[config.mk]
export PLATFORM = sky130hd
export DESIGN_NAME = jp_ctrl
export DESIGN_NICKNAME = d
export VERILOG_FILES = /design/src/rtl/jp_ctrl_pkg.sv /design/src/rtl/jp_shift.sv /design/src/rtl/jp_ctrl.sv
export SDC_FILE = /design/constraint.sdc
export NUM_CORES = 1
export LEC_CHECK = 0
export ABC_CLOCK_PERIOD_IN_PS = 5150
export CORE_MARGIN = 2
export CORE_UTILIZATION = 45
export CTS_BUF_LIST = sky130_fd_sc_hd__clkbuf_2
export DETAILED_ROUTE_END_ITERATION = 16
export GPL_ROUTABILITY_DRIVEN = 1
export PLACE_DENSITY = 0.76
export SLEW_MARGIN = 20
export SYNTH_ARGS = -nofsm -noshare
export SYNTH_HDL_FRONTEND = slang
export SYNTH_SLANG_ARGS = --single-unit
[constraint.sdc]
create_clock -name clk_in -period 5.15 [get_ports clk_in]
set_input_delay 1.03 -clock clk_in [delete_from_list [all_inputs] [get_ports clk_in]]
set_output_delay 1.03 -clock clk_in [all_outputs]
set_load 0.01 [all_outputs]
[src/rtl/jp_ctrl_pkg.sv]
// rtl/jp_ctrl_pkg.sv - shared register addresses and poll FSM encoding for jp_ctrl
package jp_ctrl_pkg;

    localparam logic [15:0] JP_REG1     = 16'h4016;
    localparam logic [15:0] JP_REG2     = 16'h4017;
    localparam int unsigned NUM_BUTTONS = 8;

    typedef enum logic [2:0] {
        ST_IDLE,
        ST_LATCH,
        ST_SAMPLE,
        ST_CLK_HI,
        ST_CLK_LO
    } jp_state_e;

endpackage

[src/rtl/jp_shift.sv]
// rtl/jp_shift.sv - 8-bit parallel-load register shifting right with 1 fill
module jp_shift
    import jp_ctrl_pkg::*;
(
    input  logic                   clk_in,
    input  logic                   nrst_in,
    input  logic                   load_i,
    input  logic [NUM_BUTTONS-1:0] data_i,
    input  logic                   shift_i,
    output logic                   bit_o
);

    logic [NUM_BUTTONS-1:0] sh_q;
    logic [NUM_BUTTONS-1:0] sh_d;

    // Load wins over shift; exhausted reads see released (1) buttons.
    always_comb begin
        sh_d = sh_q;
        if (load_i) begin
            sh_d = data_i;
        end else if (shift_i) begin
            sh_d = {1'b1, sh_q[NUM_BUTTONS-1:1]};
        end
    end

    // Shift register state.
    always_ff @(posedge clk_in or negedge nrst_in) begin
        if (!nrst_in) begin
            sh_q <= '1;
        end else begin
            sh_q <= sh_d;
        end
    end

    assign bit_o = sh_q[0];

endmodule

[src/rtl/jp_ctrl.sv]
// rtl/jp_ctrl.sv - NES joypad poller with $4016/$4017 CPU read-out
module jp_ctrl
    import jp_ctrl_pkg::*;
#(
    parameter int unsigned POLL_CYCLES = 833333,
    parameter int unsigned HALF_CYCLES = 300
) (
    input  logic        clk_in,
    input  logic        nrst_in,
    input  logic [15:0] a_in,
    input  logic [7:0]  d_in,
    input  logic        wr_in,
    input  logic        rd_in,
    output logic [7:0]  d_out,
    input  logic        jp_data1_in,
    input  logic        jp_data2_in,
    output logic        jp_clk,
    output logic        jp_latch
);

    localparam int unsigned POLL_W = (POLL_CYCLES > 1) ? $clog2(POLL_CYCLES) : 1;
    localparam int unsigned HALF_W = $clog2(HALF_CYCLES + 1);
    localparam logic [POLL_W-1:0] POLL_LAST = POLL_W'(POLL_CYCLES - 1);
    localparam logic [HALF_W-1:0] HALF_LAST = HALF_W'(HALF_CYCLES - 1);

    jp_state_e   state_q;
    logic [POLL_W-1:0] poll_q;
    logic [POLL_W-1:0] poll_d;
    logic [HALF_W-1:0] half_q;
    logic [2:0]  idx_q;
    logic [7:0]  stage1_q, stage2_q;
    logic [7:0]  btn1_q, btn2_q;
    logic        jp_clk_q, jp_latch_q;
    logic [1:0]  sync1_q, sync2_q;
    logic        strobe_q;
    logic        poll_wrap;
    logic        sel1, sel2;
    logic        shift1, shift2;
    logic        sh1_bit, sh2_bit;
    logic        unused_d;

    assign poll_wrap = (poll_q == POLL_LAST);
    assign poll_d    = poll_wrap ? '0 : poll_q + 1'b1;
    assign sel1      = (a_in == JP_REG1);
    assign sel2      = (a_in == JP_REG2);
    assign unused_d  = ^d_in[7:1];

    // Pad data is asynchronous to clk_in; two flops before it is sampled.
    always_ff @(posedge clk_in or negedge nrst_in) begin
        if (!nrst_in) begin
            sync1_q <= 2'b11;
            sync2_q <= 2'b11;
        end else begin
            sync1_q <= {sync1_q[0], jp_data1_in};
            sync2_q <= {sync2_q[0], jp_data2_in};
        end
    end

    // Poll sequencer: latch pulse, then 8 samples separated by 7 clock pulses.
    always_ff @(posedge clk_in or negedge nrst_in) begin
        if (!nrst_in) begin
            state_q    <= ST_IDLE;
            poll_q     <= '0;
            half_q     <= '0;
            idx_q      <= '0;
            stage1_q   <= '0;
            stage2_q   <= '0;
            btn1_q     <= '0;
            btn2_q     <= '0;
            jp_clk_q   <= 1'b0;
            jp_latch_q <= 1'b0;
        end else begin
            poll_q <= poll_d;
            case (state_q)
                ST_IDLE: begin
                    if (poll_wrap) begin
                        state_q    <= ST_LATCH;
                        jp_latch_q <= 1'b1;
                        half_q     <= '0;
                    end
                end
                ST_LATCH: begin
                    if (half_q == HALF_LAST) begin
                        state_q    <= ST_SAMPLE;
                        jp_latch_q <= 1'b0;
                        idx_q      <= '0;
                    end else begin
                        half_q <= half_q + 1'b1;
                    end
                end
                ST_SAMPLE: begin
                    stage1_q[idx_q] <= ~sync1_q[1];
                    stage2_q[idx_q] <= ~sync2_q[1];
                    if (idx_q == 3'd7) begin
                        // Publish both pads together, including the bit sampled now.
                        btn1_q  <= {~sync1_q[1], stage1_q[6:0]};
                        btn2_q  <= {~sync2_q[1], stage2_q[6:0]};
                        state_q <= ST_IDLE;
                    end else begin
                        state_q  <= ST_CLK_HI;
                        jp_clk_q <= 1'b1;
                        half_q   <= '0;
                    end
                end
                ST_CLK_HI: begin
                    if (half_q == HALF_LAST) begin
                        state_q  <= ST_CLK_LO;
                        jp_clk_q <= 1'b0;
                        half_q   <= '0;
                    end else begin
                        half_q <= half_q + 1'b1;
                    end
                end
                ST_CLK_LO: begin
                    if (half_q == HALF_LAST) begin
                        state_q <= ST_SAMPLE;
                        idx_q   <= idx_q + 3'd1;
                    end else begin
                        half_q <= half_q + 1'b1;
                    end
                end
                default: begin
                    state_q    <= ST_IDLE;
                    jp_clk_q   <= 1'b0;
                    jp_latch_q <= 1'b0;
                end
            endcase
        end
    end

    // Strobe register; writes to $4017 are ignored.
    always_ff @(posedge clk_in or negedge nrst_in) begin
        if (!nrst_in) begin
            strobe_q <= 1'b0;
        end else if (wr_in && sel1) begin
            strobe_q <= d_in[0];
        end
    end

    // A read shifts only outside strobe and only when no write shares the cycle.
    always_comb begin
        shift1 = rd_in && sel1 && !wr_in && !strobe_q;
        shift2 = rd_in && sel2 && !wr_in && !strobe_q;
    end

    jp_shift u_sh1 (
        .clk_in  (clk_in),
        .nrst_in (nrst_in),
        .load_i  (strobe_q),
        .data_i  (btn1_q),
        .shift_i (shift1),
        .bit_o   (sh1_bit)
    );

    jp_shift u_sh2 (
        .clk_in  (clk_in),
        .nrst_in (nrst_in),
        .load_i  (strobe_q),
        .data_i  (btn2_q),
        .shift_i (shift2),
        .bit_o   (sh2_bit)
    );

    // Read mux drives zero when not selected so it can be OR-ed onto the bus.
    always_comb begin
        d_out = 8'h00;
        if (rd_in && sel1) begin
            d_out = {7'b0, sh1_bit};
        end else if (rd_in && sel2) begin
            d_out = {7'b0, sh2_bit};
        end
    end

    assign jp_clk   = jp_clk_q;
    assign jp_latch = jp_latch_q;

endmodule

# Word level (Yosys, flattened, before mapping)
# Cells that the tools add are included.
# word_totals
register_bits,90
# op_classes
n_addsub,3
magnitude_cmp,2
n_eq_ne,16
n_mux,29
bitwise,4
reduce_logical,24
# op_table
operator,count
$mux 8,5
$mux 9,4
$pmux 9 s4,1
$eq 16x15->1 const B,2
$add 20x1->20 const B,1
$eq 20x20->1 const B,1
$mux 20,1
$bwmux 8,2
$mux 3,5
$ne 2x2->1 const B,6
$pmux 3 s4,1
$reduce_and 3->1,4
$add 9x1->9 const B,1
$eq 9x9->1 const B,1
$logic_and 1x1->1,8
$eq 3x2->1 const B,2
$eq 3x3->1 const B,2
$pmux 1 s3,2
$pmux 3 s2,1
$reduce_bool 2->1,3
$reduce_or 3->1,2
$mux 1,5
$lt 3x4->1 const B,1
$not 1->1,4
12 further kinds,13

# Depth between registers and ports, before layout
# Gate-level depths: netlist (run 1).
# depth
ltp_word,6
ltp_mapped,7
mapped_depth_nobuf,6

# Modules after synthesis
# Synthesis (run 1) repeated with hierarchy kept, for this count alone.
# hier_totals
hier_cells,389
area_unflattened_um2,4141.5
# modules_own_cells
module,instances,cells_per_inst,area_per_inst_um2,seq_area_each_um2
jp_ctrl,1,321,3388.2,1806.7
jp_shift,2,34,376.6,210.2

# Least setup slack after synthesis (run 1)
# No wires, ideal clock.
# synth_path
path_kind,input-to-output
start,in a_in[9]
end,out d_out[0]
arrival_ns,1.836
path_slack_ns,2.284
path_stages,3
n_path_buf,0
cell_sequence,nor4_2 > nand4_2 > nor3b_1
# synth_via
elab_chain_cells,4
# synth_rtl
item,line,rtl
from (decl),jp_ctrl.sv:10,"input logic [15:0] a_in,"
$eq 16x15->1,jp_ctrl.sv:45,assign sel2 = (a_in == JP_REG2);
$logic_and 1x1->1,jp_ctrl.sv:169,end else if (rd_in && sel2) begin
$mux 1,jp_ctrl.sv:169,
$mux 8 *,jp_ctrl.sv:167,if (rd_in && sel1) begin
to (decl),jp_ctrl.sv:14,"output logic [7:0] d_out,"
# Every way passes the cells marked *; elsewhere a longest branch is shown, timed or not.

# Final worst setup path (run 1)
# Same ends and word-level chain as after synthesis.

==> metrics.txt, run 1 <==
status complete, no violations; async set or reset register ratio after synthesis between 90% and 100%; Num Clock Sinks 88; Final ANT Viol Nets 0; reg2reg path depth 5; slowest stage cell, crit path clkdlybuf4s50_1; Pre-Repair DR Iteration Count 4; GRT Util Overall between 10% and 20%; Crit path largest cell delay approximately 0.57 ns; r2r endpoint half_q[0]; worst r2r src poll_q[2]; WL/cell approximately 13 um; Hold Path Stages 0; mapped cell area approximately 4200 um2; Synth Area per Inst between 10 and 15 um2; HP Class reg -> reg; Worst setup SP type input port; final hold vios 0; total negative setup slack 0 ns; WP data required 4.12 ns; Clk pwr share 37.7%; max-cap violation count 0; Final HPWL DP 4.97 mm; hold path endpoint sync1_q[1]; CP endpoint kind primary output; CTS tree done; io pins 40; Sw Share 21.3%; fin crit period about 3.8 ns; area delta synth->final 11.2%; cells along the critical path clkdlybuf4s50_1 > nor4_2 > nand4_2 > nor3b_1 > clkdlybuf4s50_1; GRT overflow 0; headroom to the max-slew limit between 40% and 50%; Fill cells around 840; GP Congestion 0.816; worst path bufs/invs 2; DRC errors left 0; largest net degree at the start of global routing 89; full die area 10100 um2; Skew-Pair Late Insertion Delay 0.53 ns; Initial DRC Count between 100 and 150; setup ws final roughly 1.3 ns; Post-CTS Hold Fix Bufs 0; Power Density ~250 nW/um2; post-CTS sizing 0; Netlist cell types between 50 and 60; Seq/Total Area, Yosys 53.1%; clk root buf clkbuf_2; Logic pwr share under 10%; fin. max-slew vios 0; Hold Crit Start sync1_q[0]; overall die width about 100 um; Primary FF master, synth dfrtp_1; vias around 2800; Slew @ Worst Pin about 0.77 ns; CP Max Fanout 4; Setup Viol. Count Final 0; Rows 35; initial antenna violation count 0; maximum clock rate roughly 0.26 GHz; final instance area 4670 um2; pre-CTS WS ~1.3 ns; Top delay family on crit path buffers and inverters; crit share post-route 74.5%; commonest cells after routing, fill and taps aside nand2_1 (81), dfrtp_1 (68), nor2_1 (28); Syn. warnings 0; clk_skew approximately 0.026 ns; CORE AREA 9150 um2; RSZ-0062 raised after global routing no; Placed Area ~4500 um2; CTS clk-pin slew, worst paths about 0.22 ns; global-route wire length before repair 12.9 mm; DIE HEIGHT between 100 and 150 um; Post-Syn Instances ~400; VDD IR max 0.000139 V; H-tree depth 3; Reg power frac 59.3%; diodes inserted 0; Lkg Pwr 2.20 nW; number of synthesized flops with an enable pin 0; vias per inst roughly 5.3; ratio of cells with drive above 1 in the final layout between 15 and 20%; WS Path Type in -> out; Final Core Density between 50% and 60%; Max Root-Sink Buffers 2; Critical Path AT between 2 and 3 ns; Initial Utilization between 40% and 50%; stages on the worst setup path 5; Reg2Reg Setup Slack roughly 2.7 ns; P_int about 0.93 mW; vias in the first global route 2851; setup bufs post-CTS 0; Total Wirelength 7.19 mm; switching pwr about 0.25 mW; TritonCTS buffer count 9; most common cell after layout, fill and taps aside nand2_1; Synth Register Bits 88; Port Buffers 25; crit-path most repeated cell clkdlybuf4s50_1; Final nets approximately 460
state kept, by name (all words and copies together) (netlist names):
register	cells
stage1_q	7
poll_q	20
btn1_q	8
jp_latch	1
btn2_q	8
idx_q	3
jp_clk	1
state_q	3
half_q	9
strobe_q	1
u_sh2.sh_q	8
sync1_q	2
stage2_q	7
u_sh1.sh_q	8
sync2_q	2
synthesized netlist by cell type, types with 2 or more instances:
| cell | count | share of area, % |
|---|---|---|
| mux2_1 | 15 | 4.0 |
| mux2_2 | 16 | 4.3 |
| a211o_1 | 6 | 1.3 |
| dfstp_2 | 20 | 13 |
| ha_1 | 5 | 1.5 |
| and3_1 | 12 | 1.8 |
| a21oi_1 | 6 | 0.72 |
| nor3_1 | 11 | 1.3 |
| nor3b_1 | 3 | 0.54 |
| xor2_1 | 8 | 1.7 |
| nand3_1 | 15 | 1.8 |
| or2_2 | 3 | 0.45 |
| dfrtp_1 | 68 | 41 |
| xnor2_1 | 8 | 1.7 |
| nor2b_1 | 4 | 0.60 |
| nand2_1 | 81 | 7.2 |
| nor2_1 | 28 | 2.5 |
| buf_4 | 8 | 1.4 |
| o21ai_0 | 26 | 3.1 |
| buf_2 | 4 | 0.48 |
| clkbuf_1 | 6 | 0.54 |
| nand4_1 | 5 | 0.75 |
| inv_1 | 8 | 0.72 |
| nand2b_1 | 2 | 0.30 |
| mux2i_1 | 4 | 0.95 |
power by group through the flow:
stage	sequential, mW	combinational, mW	clock (mW)
finish	0.698	0.0347	0.444
global route	0.699	0.0395	0.479
CTS	0.698	0.0357	0.456
detailed placement	0.709	0.0356	0
global placement	0.709	0.0350	0
floorplan	0.709	0.00849	0
layout make-up:
cell class	instances	area [um2]	share of cell area [%]
flip-flops and latches	88	2230	47.7
multi-input cells	291	1860	39.8
repair buffers	25	251	5.39
well taps	111	139	2.98
clock inverters	5	106	2.28
clock buffers	11	55.1	1.18
inverters	8	30.0	0.643
through the flow:
step           total power, mW  hold WS [ns]  cells
5_1_grt                   1.22         0.377    539
6_report                  1.18         0.372    539
4_1_cts                   1.19         0.374    539
2_1_floorplan            0.717         0.345    405
3_3_place_gp             0.744         0.347    523
3_5_place_dp             0.745         0.348    523
worst max-delay path by stage:
| stage | slack (ns) | end | startpoint |
|---|---|---|---|
| global placement | 1.36 | d_out[0] | a_in[9] |
| CTS | 1.26 | d_out[0] | a_in[9] |
| detailed placement | 1.27 | d_out[0] | a_in[9] |
| floorplan | 2.28 | d_out[0] | a_in[9] |
| global route | 1.16 | d_out[0] | a_in[9] |
| finish | 1.31 | d_out[0] | a_in[9] |
metal layers:
layer  vias up  wire length (um)  track usage, %  part of all wire, %
li1       1413                 -               -                    -
met1      1372              3340            20.3                   46
met2        49              3470            26.5                   48
met3        12               275            3.33                  3.8
met4         0                95            5.69                  1.3
met5         -                 0               0                    0
logic make-up after synthesis:
family          after synthesis  share of synthesized area, %
flops                        88                          53.1
simple gates                181                          22.1
other cells                   1                        0.0894
xor+xnor                     16                          3.34
mux                          35                          9.28
buf+inv                      26                          3.16
fa+ha+maj                     5                          1.49
compound gates               47                          7.49
Power figures use the tool's default switching activity.
==> inputs of run 2 (changes only) <==
--- a/config.mk
+++ b/config.mk
@@ -5,7 +5,7 @@
 export SDC_FILE = /design/constraint.sdc
 export NUM_CORES = 1
 export LEC_CHECK = 0
-export ABC_CLOCK_PERIOD_IN_PS = 5150
+export ABC_CLOCK_PERIOD_IN_PS = 4000
 export CORE_MARGIN = 2
 export CORE_UTILIZATION = 45
 export CTS_BUF_LIST = sky130_fd_sc_hd__clkbuf_2
==> constraint.sdc (replaced) <==
create_clock -name clk_in -period 4 [get_ports clk_in]
set_input_delay 0.8 -clock clk_in [delete_from_list [all_inputs] [get_ports clk_in]]
set_output_delay 0.8 -clock clk_in [all_outputs]
set_load 0.01 [all_outputs]
==> run 2 against run 1 <==
  * Critical path depth did not move
  * Utilization fell by 0.68 points
  * Via count fell by 1.3%
  * Sequential power rose by 29%
  * Critical path type unchanged
  * First-iteration DRC count fell by 24%
  * Setup slack got worse by 0.59 ns
  * Highest routed layer unchanged
  * Largest power group unchanged
  * Largest cell class unchanged
==> metrics.txt, run 2 (synthesis results as in run 1) <==
max-cap violation count 0; setup bufs post-CTS 0; Reg2Reg Setup Slack 1.63 ns; Power Density between 200 and 300 nW/um2; Critical Path AT roughly 2.5 ns; crit share post-route about four fifths; setup ws final 0.720 ns; Placed Area 4510 um2; clk root buf clkbuf_2; H-tree depth 3; CORE AREA 9150 um2; largest net degree at the start of global routing 66; Clk pwr share approximately 30%; worst r2r src poll_q[2]; Initial DRC Count 93; vias 2810; ratio of cells with drive above 1 in the final layout between 10% and 20%; Port Buffers 25; GRT Util Overall between 10% and 20%; vias per inst roughly 5.2; maximum clock rate 0.305 GHz; commonest cells after routing, fill and taps aside nand2_1 (81), dfrtp_1 (68), nor2_1 (28); headroom to the max-slew limit roughly 47%; status complete, no violations; Setup Viol. Count Final 0; Initial Utilization 45.8%; RSZ-0062 raised after global routing no; total negative setup slack 0 ns; overall die width ~100 um; cells along the critical path clkdlybuf4s50_1 > nor4_2 > nand4_2 > nor3b_1 > clkdlybuf4s50_1; full die area about 10000 um2; CP endpoint kind primary output; WP data required 3.20 ns; Pre-Repair DR Iteration Count 6; HP Class in -> async; Logic pwr share about 3.4%; CTS tree done; final instance area between 4000 and 5000 um2; P_int 1.00 mW; WS Path Type in -> out; Crit path largest cell delay 0.56 ns; Sw Share between 20% and 30%; Lkg Pwr around 2.2 nW; stages on the worst setup path 5; Final HPWL DP about 4.9 mm; Skew-Pair Late Insertion Delay 0.54 ns; biggest regs poll_q (20), half_q (9); CP Max Fanout 4; Total Wirelength between 6 and 7 mm; Fill cells between 800 and 900; DRC errors left 0; reg2reg path depth 5; Reg power frac about 67%; Final nets approximately 460; Max Root-Sink Buffers 2; switching pwr approximately 0.33 mW; Post-CTS Hold Fix Bufs 0; GP Congestion 0.811; WL/cell between 10 and 15 um; worst path bufs/invs 2; Power Total roughly 1.3 mW; Most flops, register poll_q; VDD IR max between 0.0001 and 0.00015 V; Top delay family on crit path buffers and inverters; clk_skew 0.0238 ns; vias in the first global route around 2800; initial antenna violation count 0; Worst setup SP type input port; area delta synth->final 9.75%; most common cell after layout, fill and taps aside nand2_1; GRT overflow 0; Slew @ Worst Pin 0.794 ns; global-route wire length before repair between 10 and 15 mm; Num Clock Sinks 88; final hold vios 0; Rows 35; io pins 40; Worst Setup EP d_out[0]; TritonCTS buffer count 9; fin. max-slew vios 0; crit-path most repeated cell clkdlybuf4s50_1; post-CTS sizing 0; CTS clk-pin slew, worst paths roughly 0.23 ns; DIE HEIGHT 101 um; diodes inserted 0; slowest stage cell, crit path clkdlybuf4s50_1; Worst setup startpoint a_in[9]; max reg flops 20; r2r endpoint half_q[0]; fin crit period 3.28 ns; pre-CTS WS slightly above 0.7 ns; Final ANT Viol Nets 0
[run 2: power by group through the flow]
stage | combinational (mW) | sequential [mW] | clock [mW]
2_1_floorplan | 0.0109 | 0.912 | 0
3_3_place_gp | 0.0459 | 0.913 | 0
3_5_place_dp | 0.0467 | 0.913 | 0
4_1_cts | 0.0467 | 0.899 | 0.405
5_1_grt | 0.0518 | 0.900 | 0.439
6_report | 0.0451 | 0.899 | 0.391
[run 2: how the worst min path moves through the flow]
stage / slack, ns / endpoint / start / cells after the start
after floorplan: 0.35 / sync1_q[1] / sync1_q[0] / 0
after global placement: 0.35 / sync1_q[1] / sync1_q[0] / 0
after detailed placement: 0.35 / sync1_q[1] / sync1_q[0] / 0
after CTS: 0.32 / poll_q[16] / nrst_in / 1
after global routing: 0.35 / half_q[3] / nrst_in / 1
final: 0.29 / half_q[3] / nrst_in / 1
[run 2: per-stage QoR]
stage / hold WS (ns) / cells / utilization, %
after floorplan: 0.345 / 405 / -
after global placement: 0.347 / 524 / 49.3
after detailed placement: 0.350 / 524 / 49.3
after CTS: 0.323 / 540 / 50.3
after global routing: 0.350 / 540 / 50.3
final: 0.287 / 540 / 50.3
[run 2: per-layer routing]
metal / part of all wire [%] / GRT usage (%) / wire length [um] / up-vias
met5: 0 / 0 / 0 / -
met4: 1.0 / 5.90 / 70 / 0
met3: 4.0 / 2.84 / 278 / 8
met2: 48 / 25.8 / 3370 / 44
met1: 47 / 19.3 / 3270 / 1341
li1: - / - / - / 1417
[run 2: layout make-up]
type / instances / area, um2 / area share [%]
Inverter: 8 / 30.0 / 0.652
Sequential cell: 88 / 2230 / 48.4
Clock inverter: 6 / 45.0 / 0.978
Tap cell: 111 / 139 / 3.02
Clock buffer: 10 / 50.0 / 1.09
Multi-Input combinational cell: 291 / 1860 / 40.4
Timing Repair Buffer: 26 / 255 / 5.54
[run 2: worst register-to-register path, stage by stage, from the launching register on]
cell and delay [ns]:
dfrtp_1 0.48, or3b_1 0.37, nor4_1 0.20, and4_1 0.64
a221oi_4 0.24, mux2_1 0.35
==> inputs of run 3 (changes only) <==
--- a/config.mk
+++ b/config.mk
@@ -5,13 +5,13 @@
 export SDC_FILE = /design/constraint.sdc
 export NUM_CORES = 1
 export LEC_CHECK = 0
-export ABC_CLOCK_PERIOD_IN_PS = 4000
+export ABC_CLOCK_PERIOD_IN_PS = 3000
 export CORE_MARGIN = 2
 export CORE_UTILIZATION = 45
 export CTS_BUF_LIST = sky130_fd_sc_hd__clkbuf_2
 export DETAILED_ROUTE_END_ITERATION = 16
 export GPL_ROUTABILITY_DRIVEN = 1
-export PLACE_DENSITY = 0.76
+export PLACE_DENSITY = 0.79
 export SLEW_MARGIN = 20
 export SYNTH_ARGS = -nofsm -noshare
 export SYNTH_HDL_FRONTEND = slang
==> constraint.sdc (replaced) <==
create_clock -name clk_in -period 3 [get_ports clk_in]
set_input_delay 0.6 -clock clk_in [delete_from_list [all_inputs] [get_ports clk_in]]
set_output_delay 0.6 -clock clk_in [all_outputs]
set_load 0.01 [all_outputs]
==> run 3 against run 2 <==
  * Highest routed layer unchanged
  * Largest cell class unchanged
  * Critical endpoint unchanged
  * First-iteration DRC count grew 32%
  * Cell area grew 1.5%
  * Clock skew shrank 0.0011 ns
  * Global-route usage grew 0.22 points
  * Flip-flop and latch count is the same
  * Critical path depth is the same
  * Clock power grew 66%
==> metrics.txt, run 3 (synthesis results as in run 1) <==
status complete, no violations; reg2reg path depth 6; Final HPWL DP about 5.2 mm; WL/cell roughly 13 um; ratio of cells with drive above 1 in the final layout approximately 17%; clk_skew about 0.023 ns; clk root buf clkbuf_2; Rows 35; DIE HEIGHT 101 um; Initial DRC Count ~120; Crit path largest cell delay approximately 0.56 ns; area delta synth->final 11.5%; full die area a little over 10000 um2; H-tree depth 3; maximum clock rate 0.352 GHz; CTS tree done; DRC errors left 0; Fill cells ~840; vias 2834; setup bufs post-CTS 0; Post-CTS Hold Fix Bufs 0; final hold vios 0; CTS clk-pin slew, worst paths 0.26 ns; stages on the worst setup path 5; WS Path Type in -> out; worst r2r src half_q[0]; fin. max-slew vios 0; VDD IR max slightly above 0.0002 V; Final ANT Viol Nets 0; GRT Util Overall approximately 15%; overall die width 101 um; HP Class in -> async; biggest regs poll_q (20), half_q (9); CORE AREA approximately 9000 um2; Final nets 464; Port Buffers 25; CP Max Fanout 2; max reg flops 20; Initial Utilization a little under half; Lkg Pwr around 2.2 nW; io pins 40; Critical Path AT 2.24 ns; Power Density just over 400 nW/um2; global-route wire length before repair approximately 12 mm; vias in the first global route between 2000 and 3000; Skew-Pair Late Insertion Delay 0.54 ns; largest net degree at the start of global routing 82; diodes inserted 0; headroom to the max-slew limit between 30% and 40%; RSZ-0062 raised after global routing no; CP endpoint kind primary output; Slew @ Worst Pin a little under 1 ns; Total Wirelength between 7 and 8 mm; slowest stage cell, crit path clkdlybuf4s50_1; Setup Viol. Count Final 0; GRT overflow 0; Reg area about 2200 um2; Placed Area ~4500 um2; GP Congestion 0.811; WP data required 2.40 ns; Top delay family on crit path buffers and inverters; most common cell after layout, fill and taps aside nand2_1; final instance area 4680 um2; TritonCTS buffer count 9; Most flops, register poll_q; cells along the critical path clkdlybuf4s50_1 > nor4_2 > nand4_2 > nor3b_1 > clkdlybuf4s50_1; total negative setup slack 0 ns; Num Clock Sinks 88; post-CTS sizing 0; Worst setup SP type input port; commonest cells after routing, fill and taps aside nand2_1 (81), dfrtp_1 (68), nor2_1 (28); Multi-input gate area 1860 um2; vias per inst ~5.2; Worst setup startpoint a_in[9]; Power Total between 1.5 and 2 mW; crit-path most repeated cell clkdlybuf4s50_1; fin crit period 2.84 ns; max-cap violation count 0; Final Core Density a little over 50%; Max Root-Sink Buffers 2; worst path bufs/invs 2; crit share post-route ~95%; initial antenna violation count 0; Pre-Repair DR Iteration Count 4
-- run 3: cell types whose count changed in the layout (fill, tap and decap cells not counted), sizes merged --
cell / delta
inv: +4
clkbuf: -1
bufinv: +1
clkinv: -3
buf: +5
clkinvlp: -1
-- run 3: final cells by class --
cell class	count	area share, %
multi-input cells	291	39.7
clock inverters	7	1.79
inverters	8	0.642
flip-flops and latches	88	47.6
clock buffers	9	0.963
repair buffers	31	6.26
well taps	111	2.97
-- run 3: power by group --
group,internal (mW),switching (mW),total (mW)
Sequential,1.20,0.00313,1.20
Clock,0.211,0.438,0.649
Combinational,0.0294,0.0329,0.0622
Total,1.44,0.474,1.91
-- run 3: path summary, 6_finish.rpt --
| kind | end | slack (ns) |
|---|---|---|
| max | d_out[0] | 0.16 |
| min | stage1_q[4] | 0.17 |
| max reg2reg | half_q[1] | 0.70 |
| min reg2reg | sync2_q[1] | 0.37 |
| max in group asynchronous | u_sh2.sh_q[4] | 2.07 |
| min in group clk_in | sync2_q[1] | 0.37 |
-- run 3: through the flow --
stage          hold WS (ns)  setup slack (ns)  instances
2_1_floorplan         0.304             0.821        405
3_3_place_gp          0.347             0.139        529
3_5_place_dp          0.351             0.156        529
4_1_cts               0.182             0.141        545
5_1_grt               0.198            0.0562        545
6_report              0.169             0.161        545
-- run 3: worst reg2reg max path, delay by kind of cell (launching register included) --
family | cells | cell delay, ns
DFF | 1 | 0.45
adders and majority gates | 1 | 0.27
AOI/OAI and AO/OA | 2 | 0.68
and+or+nand+nor | 2 | 0.61
muxes | 1 | 0.24
-- run 3: per-layer routing --
layer	track usage (%)	share of wire (%)	vias up	wire length, um
li1	-	-	1436	-
met1	18.6	45	1349	3190
met2	27.2	51	40	3640
met3	3.40	3.4	9	243
met4	5.16	1.1	0	82
met5	0	0	-	0
